$ cat src/rtl/uart_frame_decoder_if.sv
// Byte-stream input and command output handshakes of the UART frame decoder.
// The slave view belongs to the decoder; the master view belongs to its environment.
interface uart_frame_decoder_if;
  logic       rx_valid;
  logic       rx_ready;
  logic [7:0] rx_data;
  logic       cmd_valid;
  logic       cmd_ready;
  logic [7:0] cmd_op;
  logic [7:0] cmd_addr;
  logic [7:0] cmd_data;

  modport master (
    output rx_valid, rx_data, cmd_ready,
    input  rx_ready, cmd_valid, cmd_op, cmd_addr, cmd_data
  );

  modport slave (
    input  rx_valid, rx_data, cmd_ready,
    output rx_ready, cmd_valid, cmd_op, cmd_addr, cmd_data
  );
endinterface

$ cat src/rtl/uart_frame_decoder.sv
// Assembles [SYNC][OP][ADDR][DATA][CSUM] frames from a UART byte stream and issues
// checksum-validated commands, counting checksum failures and inter-byte timeouts.
module uart_frame_decoder #(
  parameter logic [7:0] SYNC_BYTE      = 8'hA5,
  parameter int         TIMEOUT_CYCLES = 500_000,
  parameter int         TO_WIDTH       = 20,
  parameter int         ERR_WIDTH      = 8
) (
  input  logic                 clk,
  input  logic                 rst_n,
  uart_frame_decoder_if.slave  bus,
  output logic                 busy,
  input  logic                 clr_err,
  output logic [ERR_WIDTH-1:0] err_csum_cnt,
  output logic [ERR_WIDTH-1:0] err_to_cnt
);

  typedef enum logic [2:0] {
    ST_HUNT,
    ST_GET_OP,
    ST_GET_ADDR,
    ST_GET_DATA,
    ST_GET_CSUM,
    ST_OUT
  } state_t;

  localparam bit                  TO_EN   = (TIMEOUT_CYCLES != 0);
  localparam logic [TO_WIDTH-1:0] TO_LAST = TO_WIDTH'(TIMEOUT_CYCLES - 1);

  state_t              state_reg;
  logic [7:0]          acc_reg;
  logic [7:0]          op_reg;
  logic [7:0]          addr_reg;
  logic [7:0]          data_reg;
  logic                cmd_valid_reg;
  logic [TO_WIDTH-1:0] to_cnt_reg;

  logic accept;
  logic in_get;
  logic to_expire;
  logic csum_fail;

  assign bus.rx_ready  = (state_reg != ST_OUT);
  assign bus.cmd_valid = cmd_valid_reg;
  assign bus.cmd_op    = op_reg;
  assign bus.cmd_addr  = addr_reg;
  assign bus.cmd_data  = data_reg;
  assign busy          = (state_reg != ST_HUNT);

  assign accept    = bus.rx_valid && bus.rx_ready;
  assign in_get    = (state_reg == ST_GET_OP)   || (state_reg == ST_GET_ADDR) ||
                     (state_reg == ST_GET_DATA) || (state_reg == ST_GET_CSUM);
  // An accepted byte in the expiry cycle beats the timeout.
  assign to_expire = TO_EN && in_get && !accept && (to_cnt_reg == TO_LAST);
  assign csum_fail = (state_reg == ST_GET_CSUM) && accept && (bus.rx_data != acc_reg);

  always_ff @(posedge clk or negedge rst_n) begin
    if (!rst_n) begin
      state_reg     <= ST_HUNT;
      acc_reg       <= 8'h00;
      op_reg        <= 8'h00;
      addr_reg      <= 8'h00;
      data_reg      <= 8'h00;
      cmd_valid_reg <= 1'b0;
      to_cnt_reg    <= '0;
    end else begin
      case (state_reg)
        ST_HUNT: begin
          if (accept && (bus.rx_data == SYNC_BYTE)) begin
            state_reg <= ST_GET_OP;
            acc_reg   <= 8'h00;
          end
        end
        ST_GET_OP: begin
          if (accept) begin
            op_reg    <= bus.rx_data;
            acc_reg   <= bus.rx_data;
            state_reg <= ST_GET_ADDR;
          end
        end
        ST_GET_ADDR: begin
          if (accept) begin
            addr_reg  <= bus.rx_data;
            acc_reg   <= acc_reg ^ bus.rx_data;
            state_reg <= ST_GET_DATA;
          end
        end
        ST_GET_DATA: begin
          if (accept) begin
            data_reg  <= bus.rx_data;
            acc_reg   <= acc_reg ^ bus.rx_data;
            state_reg <= ST_GET_CSUM;
          end
        end
        ST_GET_CSUM: begin
          if (accept) begin
            if (bus.rx_data == acc_reg) begin
              state_reg     <= ST_OUT;
              cmd_valid_reg <= 1'b1;
            end else begin
              state_reg <= ST_HUNT;
            end
          end
        end
        ST_OUT: begin
          if (cmd_valid_reg && bus.cmd_ready) begin
            cmd_valid_reg <= 1'b0;
            state_reg     <= ST_HUNT;
          end
        end
        default: begin
          state_reg     <= ST_HUNT;
          cmd_valid_reg <= 1'b0;
        end
      endcase

      if (to_expire) begin
        state_reg <= ST_HUNT;
      end

      // Idle counter only advances between bytes of a frame in progress.
      if (!TO_EN || !in_get || accept || to_expire) begin
        to_cnt_reg <= '0;
      end else begin
        to_cnt_reg <= to_cnt_reg + 1'b1;
      end
    end
  end

  // Index 0 counts checksum failures, index 1 counts timeouts.
  logic [1:0]           err_inc;
  logic [ERR_WIDTH-1:0] err_cnt_reg [2];

  assign err_inc = {to_expire, csum_fail};

  generate
    for (genvar gi = 0; gi < 2; gi++) begin : g_err_cnt
      always_ff @(posedge clk or negedge rst_n) begin
        if (!rst_n) begin
          err_cnt_reg[gi] <= '0;
        end else if (clr_err) begin
          err_cnt_reg[gi] <= '0;
        end else if (err_inc[gi] && (err_cnt_reg[gi] != '1)) begin
          err_cnt_reg[gi] <= err_cnt_reg[gi] + 1'b1;
        end
      end
    end
  endgenerate

  assign err_csum_cnt = err_cnt_reg[0];
  assign err_to_cnt   = err_cnt_reg[1];

endmodule

$ cat src/flat_wrapper.sv
// flat-port wrapper written by rule: the top's interface ports become plain ports
module uart_frame_decoder_flat 
#(
  parameter logic [7:0] SYNC_BYTE      = 8'hA5,
  parameter int         TIMEOUT_CYCLES = 500_000,
  parameter int         TO_WIDTH       = 20,
  parameter int         ERR_WIDTH      = 8
)
  (clk, rst_n, busy, clr_err, err_csum_cnt, err_to_cnt, bus_rx_valid, bus_rx_data, bus_cmd_ready, bus_rx_ready, bus_cmd_valid, bus_cmd_op, bus_cmd_addr, bus_cmd_data);
  uart_frame_decoder_if bus_i ();
  input  logic clk;
  input  logic rst_n;
  output logic busy;
  input  logic clr_err;
  output logic [ERR_WIDTH-1:0] err_csum_cnt;
  output logic [ERR_WIDTH-1:0] err_to_cnt;
  input wire logic [$bits(bus_i.rx_valid)-1:0] bus_rx_valid;
  input wire logic [$bits(bus_i.rx_data)-1:0] bus_rx_data;
  input wire logic [$bits(bus_i.cmd_ready)-1:0] bus_cmd_ready;
  output wire logic [$bits(bus_i.rx_ready)-1:0] bus_rx_ready;
  output wire logic [$bits(bus_i.cmd_valid)-1:0] bus_cmd_valid;
  output wire logic [$bits(bus_i.cmd_op)-1:0] bus_cmd_op;
  output wire logic [$bits(bus_i.cmd_addr)-1:0] bus_cmd_addr;
  output wire logic [$bits(bus_i.cmd_data)-1:0] bus_cmd_data;
  assign bus_i.rx_valid = bus_rx_valid;
  assign bus_i.rx_data = bus_rx_data;
  assign bus_i.cmd_ready = bus_cmd_ready;
  assign bus_rx_ready = bus_i.rx_ready;
  assign bus_cmd_valid = bus_i.cmd_valid;
  assign bus_cmd_op = bus_i.cmd_op;
  assign bus_cmd_addr = bus_i.cmd_addr;
  assign bus_cmd_data = bus_i.cmd_data;
  uart_frame_decoder #(.SYNC_BYTE(SYNC_BYTE), .TIMEOUT_CYCLES(TIMEOUT_CYCLES), .TO_WIDTH(TO_WIDTH), .ERR_WIDTH(ERR_WIDTH)) u_core (.clk(clk), .rst_n(rst_n), .bus(bus_i), .busy(busy), .clr_err(clr_err), .err_csum_cnt(err_csum_cnt), .err_to_cnt(err_to_cnt));
endmodule
$ cat config.mk
export PLATFORM = sky130hd
export DESIGN_NAME = uart_frame_decoder_flat
export DESIGN_NICKNAME = d
export VERILOG_FILES = /design/src/rtl/uart_frame_decoder_if.sv /design/src/rtl/uart_frame_decoder.sv /design/src/flat_wrapper.sv
export SDC_FILE = /design/constraint.sdc
export NUM_CORES = 1
export LEC_CHECK = 0
export BUFFER_PORTS_ARGS = -buffer_cell sky130_fd_sc_hd__buf_2
export CAP_MARGIN = 20
export CORE_UTILIZATION = 40
export CTS_BUF_LIST = sky130_fd_sc_hd__clkbuf_8
export DETAILED_ROUTE_END_ITERATION = 10
export PLACE_DENSITY = 0.66
export SLEW_MARGIN = 20
export SYNTH_ARGS = -nofsm -noshare
export SYNTH_HDL_FRONTEND = slang
export SYNTH_SLANG_ARGS = --single-unit
$ cat constraint.sdc
create_clock -name clk -period 2.82 [get_ports clk]
set_clock_uncertainty 0.2 [all_clocks]
set_input_delay 0.141 -clock clk [delete_from_list [all_inputs] [get_ports clk]]
set_output_delay 0.141 -clock clk [all_outputs]
set_load 0.005 [all_outputs]
==> summary.md, run 1 <==
| Metric | Value |
|---|---|
| Critical Path Start Type | `flop` |
| Fillers | `797` |
| Commonest register cell after synthesis | `dfrtp_1` |
| Worst Setup End Kind | `flop` |
| Layout cells sized above 1 | `23.86%` |
| Die Wd | `96.70 um` |
| Syn_nets | `380` |
| Postcts setup bufs | `0` |
| Max-Cap Viols | `0` |
| Pre-CTS WS | `0.3834 ns` |
| Initial antenna violation count | `0` |
| Synthesis Warnings | `0` |
| Worst setup margin | `0.3575 ns` |
| Leakage | `0.002015 uW` |
| CTS buffer count | `9` |
| Part of the Yosys area used for sequential elements | `50.23%` |
| Synth area leader | `dfrtp_1` |
| Worst Path Arrival | `2.53 ns` |
| Result of the run | `finished clean` |
| Max Freq | `0.4061 GHz` |
| Post-synth EDFFs | `0` |
| R2r worst-path depth | `6` |
| CP max FO | `6` |
| Starting Density | `41.13%` |
| Commonest non-fill, non-tap cell in the layout | `dfrtp_1` |
| Clock Latency Late Sink | `0.34 ns` |
| GRT Util Overall | `17.30%` |
| CTS tree | `built` |
| Slowest cell on the critical path | `or4_4` |
| Library cells used by synthesis | `43` |
| CP delay by family, top | `simple AND/OR/NAND/NOR gates` |
| Setup tns final | `0 ns` |
| CTS root buffer | `clkbuf_8` |
| Hold Crit Class | `in2async` |
| Worst path bufs/invs | `0` |
| Finished Core Util | `50.00%` |
| Yosys top cell area share | `50.23%` |
| R2r endpoint | `u_core.err_to_cnt[5]$_DFFE_PN0P_` |
| Drt wl/cell | `13.96 um` |
| Top Ports | `56` |
| Largest net degree at the start of global routing | `47` |
| R2R Setup Slk | `0.36 ns` |
| RSZ-0062 raised after global routing | `no` |
| First-pass GRT wire length | `13.14 mm` |
| Synth Register Bits | `72` |
| Die area | `9351 um2` |
| Via Count | `2841` |
| Crit path cell chain | `ha_1, and4_1, nand3_1, or4_4, or3_1, a21oi_1` |
| Async set-or-reset flop fraction in the synthesized netlist | `100.0%` |
| Measured slew at the worst slew-check pin | `0.6590 ns` |
| Non-filler instance count after layout | `548` |
| Clock Path Buffers | `2` |
| WP data required | `2.88 ns` |
| ANT nets after route | `0` |
| Crit path kind | `reg2reg` |
| DIE HEIGHT | `96.70 um` |
| Slew Limit Fails | `0` |
| Num rows | `34` |
| Via-per-instance ratio | `5.184` |
| Syn avg cell area | `9.855 um2` |
| Number of global-route vias before repair | `2775` |
| H-tree levels | `3` |
| Post-place instance area | `3998 um2` |
| Slew headroom | `56.06%` |
| Peak VDD IR | `414.5 uV` |
| Design area | `4360 um2` |
| Post-Syn Area | `3587 um2` |
| P&R area growth vs syn | `21.56%` |
| Top post-synthesis cells by area | `dfrtp_1 (50%), mux2_2 (6.0%), nand2_1 (5.2%)` |
| Nets | `451` |
| CP peak stage delay | `0.58 ns` |
| Commonest cells after routing, fill and taps aside | `dfrtp_1 (72), buf_2 (55), nand2_1 (50)` |
| Post-DP HPWL | `5.290 mm` |
| Min Tclk post-route | `2.462 ns` |
| Cells after Synth | `364` |
| CTS sink cnt | `72` |
| Fin crit share | `87.32%` |
| Final Hold Viols | `0` |
| R2R Path Start | `u_core.to_cnt_reg[0]$_DFF_PN0_` |
| DR iter-0 viols | `99` |
| DRC Markers | `0` |
| Drt first pass iters | `4` |
| Core Region | `8721 um2` |
| Total wire length | `7.650 mm` |
| Max reg flops | `20` |
| CTS clock-pin slew for the worst setup and hold paths | `0.08 ns` |
| Port bufs | `55` |
| Setup Viol. Count Final | `0` |
| Dpl cells | `520` |
| ANT cells | `0` |
| Remaining global-route overflow | `0` |
| GPL Wtd Cong | `0.7813` |
| Power density cells | `798.7 nW/um2` |
[power by group]
group / total [uW] / leakage (uW) / switching [uW] / internal, uW
clock: 978 / 0.000116 / 390 / 589
combinational: 1000 / 0.000962 / 505 / 497
sequential: 1500 / 0.000938 / 201 / 1300
total: 3480 / 0.00201 / 1100 / 2390
[metrics by stage]
step,hold WS [ns],total power (uW)
floorplan,-0.3546,2127
global placement,0.0003173,2494
detailed placement,0.01174,2525
CTS,0.1710,3536
global route,0.1958,3734
finish,0.1541,3483
[how the worst max path moves through the flow]
stage	slack, ns	to	from	cells past startpoint
2_1_floorplan	0.57	u_core.err_to_cnt[5]$_DFFE_PN0P_	u_core.to_cnt_reg[0]$_DFF_PN0_	6
3_3_place_gp	0.46	u_core.err_to_cnt[5]$_DFFE_PN0P_	u_core.to_cnt_reg[0]$_DFF_PN0_	6
3_5_place_dp	0.38	u_core.err_to_cnt[5]$_DFFE_PN0P_	u_core.to_cnt_reg[0]$_DFF_PN0_	6
4_1_cts	0.35	u_core.err_to_cnt[5]$_DFFE_PN0P_	u_core.to_cnt_reg[0]$_DFF_PN0_	6
5_1_grt	0.27	u_core.err_to_cnt[5]$_DFFE_PN0P_	u_core.to_cnt_reg[0]$_DFF_PN0_	6
6_report	0.36	u_core.err_to_cnt[5]$_DFFE_PN0P_	u_core.to_cnt_reg[0]$_DFF_PN0_	6
[timing repair]
item | CTS | global route
resized for setup | 0 | 0
hold endpoints to repair | 65 | 0
hold buffers | 12 | 0
[metal layers]
layer / GRT usage, % / part of all wire (%) / vias to the layer above
li1: - / - / 1403
met1: 22.50 / 49 / 1361
met2: 28.28 / 45 / 68
met3: 4.624 / 4.8 / 9
met4: 5.166 / 0.97 / 0
met5: 0 / 0 / -
[cell families after synthesis]
kind of cell    Yosys count  synth area share (%)
buf+inv                  18                 2.128
xor+xnor                 29                 7.081
simple gates            185                 26.65
fa+ha+maj                 3                 1.047
mux                      21                 6.523
flops                    72                 50.23
compound gates           36                 6.348
[synthesized netlist by cell type, types with 2 or more instances]
library cell	n
mux2_2	19
nor4b_1	2
nand3_1	21
and3_1	6
nor4_1	6
nand2b_1	6
o21ai_0	11
buf_2	6
a21o_1	2
nor2b_1	15
xor2_1	21
or2_2	2
nor3b_1	8
a31o_2	4
ha_1	3
and4_1	5
a211oi_1	2
nor3_1	4
mux2i_1	2
clkbuf_1	6
or3_1	3
inv_1	5
a21oi_1	10
xnor2_1	8
or4_1	2
dfrtp_1	72
nor2_1	40
nand2_1	50
nand4_1	9
[area by class of cell]
type	instances	area, um2	share of cell area (%)
clock buffers	9	123.9	2.841
clock inverters	7	118.9	2.726
repair buffers	73	452.9	10.39
flip-flops and latches	72	1802	41.32
well taps	108	135.1	3.099
inverters	5	18.77	0.4304
multi-input cells	274	1709	39.20
Power figures use the tool's default switching activity.
==> inputs of run 2 (changes only) <==
--- a/config.mk
+++ b/config.mk
@@ -11,6 +11,7 @@
 export CTS_BUF_LIST = sky130_fd_sc_hd__clkbuf_8
 export DETAILED_ROUTE_END_ITERATION = 10
 export PLACE_DENSITY = 0.66
+export RECOVER_POWER = 25
 export SLEW_MARGIN = 20
 export SYNTH_ARGS = -nofsm -noshare
 export SYNTH_HDL_FRONTEND = slang
==> run 2 against run 1 <==
The flow now finishes with violations (max-capacitance violations, max-slew violations). Clock power about the same. Final cell count unchanged. Core utilization down 0.10 points. Sequential share of layout area up 0.083 points. Worst setup slack unchanged. Power down 0.25%. First-iteration DRC count down 1.0%. Fmax unchanged. Via count unchanged. Hold slack better by 0.12 ns. Wire length up 0.10%. Critical path depth unchanged.
==> summary.md, run 2 (same netlist as run 1, synthesis figures left out) <==
| Metric | Value |
|---|---|
| R2R Path Start | `u_core.to_cnt_reg[0]$_DFF_PN0_` |
| Nets | `451 (unchanged)` |
| RSZ-0062 raised after global routing | `no` |
| R2r worst-path depth | `6 (unchanged)` |
| CTS buffer count | `9 (unchanged)` |
| Leakage | `0.001994 uW (-1.0%)` |
| Hold_buf cts | `12 (unchanged)` |
| DRC Markers | `0 (unchanged)` |
| Min Tclk post-route | `2.462 ns (unchanged)` |
| DR iter-0 viols | `98 (-1.0%)` |
| Number of global-route vias before repair | `2775 (unchanged)` |
| Area of the multi-input gates | `1709 um2 (unchanged)` |
| Via Count | `2841 (unchanged)` |
| Port bufs | `55 (unchanged)` |
| CTS sink cnt | `72 (unchanged)` |
| ANT cells | `0 (unchanged)` |
| Max Freq | `0.4061 GHz (unchanged)` |
| CTS tree | `built` |
| Layout cells sized above 1 | `22.27% (-1.6 points)` |
| Non-filler instance count after layout | `548 (unchanged)` |
| Hold Path Cell Cnt | `2` |
| Drt first pass iters | `4 (unchanged)` |
| ANT nets after route | `0 (unchanged)` |
| GRT Util Overall | `17.30% (unchanged)` |
| CP max FO | `6 (unchanged)` |
| Final Hold Viols | `0 (unchanged)` |
| Hold Crit Class | `reg2reg` |
| H-tree levels | `3 (unchanged)` |
| Worst path bufs/invs | `0 (unchanged)` |
| Hold EP | `u_core.bus.cmd_op[5]$_DFFE_PN0P_` |
| Fillers | `802 (+0.63%)` |
| Die area | `9351 um2 (unchanged)` |
| WP data required | `2.88 ns (about the same)` |
| R2r endpoint | `u_core.err_to_cnt[5]$_DFFE_PN0P_` |
| Worst Setup End Kind | `flop` |
| Critical Path Start Type | `flop` |
| Cts repair resizes | `0 (unchanged)` |
| Total wire length | `7.658 mm (+0.10%)` |
| Measured slew at the worst slew-check pin | `1.579 ns (+0.9199 ns)` |
| Power consumption | `3474 uW (-0.25%)` |
| Drt wl/cell | `13.97 um (+0.10%)` |
| Failing checks | `max-capacitance violations, max-slew violations` |
| R2R Setup Slk | `0.36 ns (about the same)` |
| Commonest cells after routing, fill and taps aside | `dfrtp_1 (72), nand2_1 (50), buf_2 (48)` |
| Post-place instance area | `3998 um2 (unchanged)` |
| Design area | `4352 um2 (-0.20%)` |
| Worst Path Arrival | `2.53 ns (about the same)` |
| Via-per-instance ratio | `5.184 (unchanged)` |
| Slew Limit Fails | `27 (+27)` |
| Core Region | `8721 um2 (unchanged)` |
| Slowest cell on the critical path | `or4_4` |
| Postcts setup bufs | `0 (unchanged)` |
| Largest net degree at the start of global routing | `47 (unchanged)` |
| First-pass GRT wire length | `13.14 mm (unchanged)` |
| Remaining global-route overflow | `0 (unchanged)` |
| Power density cells | `798.3 nW/um2 (about the same)` |
| Setup tns final | `0 ns (unchanged)` |
| Die Wd | `96.70 um (unchanged)` |
| Clock Latency Late Sink | `0.34 ns (about the same)` |
| Hold WS | `0.2742 ns (+0.1201 ns)` |
| Min-delay src | `u_core.bus.cmd_op[5]$_DFFE_PN0P_` |
| Result of the run | `finished, violations left` |
| GPL Wtd Cong | `0.7813 (unchanged)` |
| Setup Viol. Count Final | `0 (unchanged)` |
| Crit path kind | `reg2reg` |
| Num rows | `34 (unchanged)` |
| Peak VDD IR | `414.5 uV (about the same)` |
| Max reg flops | `20 (unchanged)` |
| CTS clock-pin slew for the worst setup and hold paths | `0.08 ns (about the same)` |
| Starting Density | `41.13% (unchanged)` |
| Initial antenna violation count | `0 (unchanged)` |
| Crit path cell chain | `ha_1, and4_1, nand3_1, or4_4, or3_1, a21oi_1` |
| CP peak stage delay | `0.58 ns (about the same)` |
| Max-Cap Viols | `1 (+1)` |
| FF/Latch Area | `1802 um2 (unchanged)` |
| Slew headroom | `-5.260% (-61 points)` |
| Dpl cells | `520 (unchanged)` |
| Fin crit share | `87.32% (unchanged)` |
| CP delay by family, top | `simple AND/OR/NAND/NOR gates` |
| P&R area growth vs syn | `21.31%` |
| Commonest non-fill, non-tap cell in the layout | `dfrtp_1` |
| DIE HEIGHT | `96.70 um (unchanged)` |
| Top Ports | `56 (unchanged)` |
| CTS root buffer | `clkbuf_8` |
| Clock Path Buffers | `2 (unchanged)` |
| Post-DP HPWL | `5.290 mm (unchanged)` |
[run 2: metal layers]
metal	up-vias	global-route usage, %	wire length (um)
met4	0	5.166	74
li1	1403	-	-
met1	1361	22.50	3775
met2	68	28.28	3440
met5	-	0	0
met3	9	4.624	368
[run 2: tightest hold or removal path, delay by kind of cell, from the launching register on]
family	cells	cell delay (ns)
flops	1	0.34
simple gates	2	0.11
[run 2: power breakdown]
| group | internal (uW) | switching (uW) | leakage [uW] | total [uW] |
|---|---|---|---|---|
| Combinational | 486 | 505 | 0.000940 | 991 |
| Clock | 589 | 390 | 0.000116 | 978 |
| Sequential | 1300 | 203 | 0.000938 | 1500 |
| Total | 2380 | 1100 | 0.00199 | 3470 |
[run 2: worst max-delay path by stage]
stage                                              start                                to  cells after the start
after detailed placement  u_core.to_cnt_reg[0]$_DFF_PN0_  u_core.err_to_cnt[5]$_DFFE_PN0P_                      6
after global routing      u_core.to_cnt_reg[0]$_DFF_PN0_  u_core.err_to_cnt[5]$_DFFE_PN0P_                      6
after CTS                 u_core.to_cnt_reg[0]$_DFF_PN0_  u_core.err_to_cnt[5]$_DFFE_PN0P_                      6
after global placement    u_core.to_cnt_reg[0]$_DFF_PN0_  u_core.err_to_cnt[5]$_DFFE_PN0P_                      6
final                     u_core.to_cnt_reg[0]$_DFF_PN0_  u_core.err_to_cnt[5]$_DFFE_PN0P_                      6
after floorplan           u_core.to_cnt_reg[0]$_DFF_PN0_  u_core.err_to_cnt[5]$_DFFE_PN0P_                      6
[run 2: layout make-up]
class	count	area share [%]
clock buffer	9	2.846
clock inverter	7	2.731
inverter	5	0.4313
multi-input combinational	274	39.28
sequential	72	41.40
tap	108	3.105
timing repair buffer	73	10.21
[run 2: metrics by stage]
| stage | utilization [%] | worst slack [ns] |
|---|---|---|
| after detailed placement | 45.84 | 0.3834 |
| after floorplan | - | 0.5743 |
| after CTS | 50.00 | 0.3549 |
| after global placement | 45.84 | 0.4645 |
| final | 49.90 | 0.3575 |
| after global routing | 49.90 | 0.2745 |
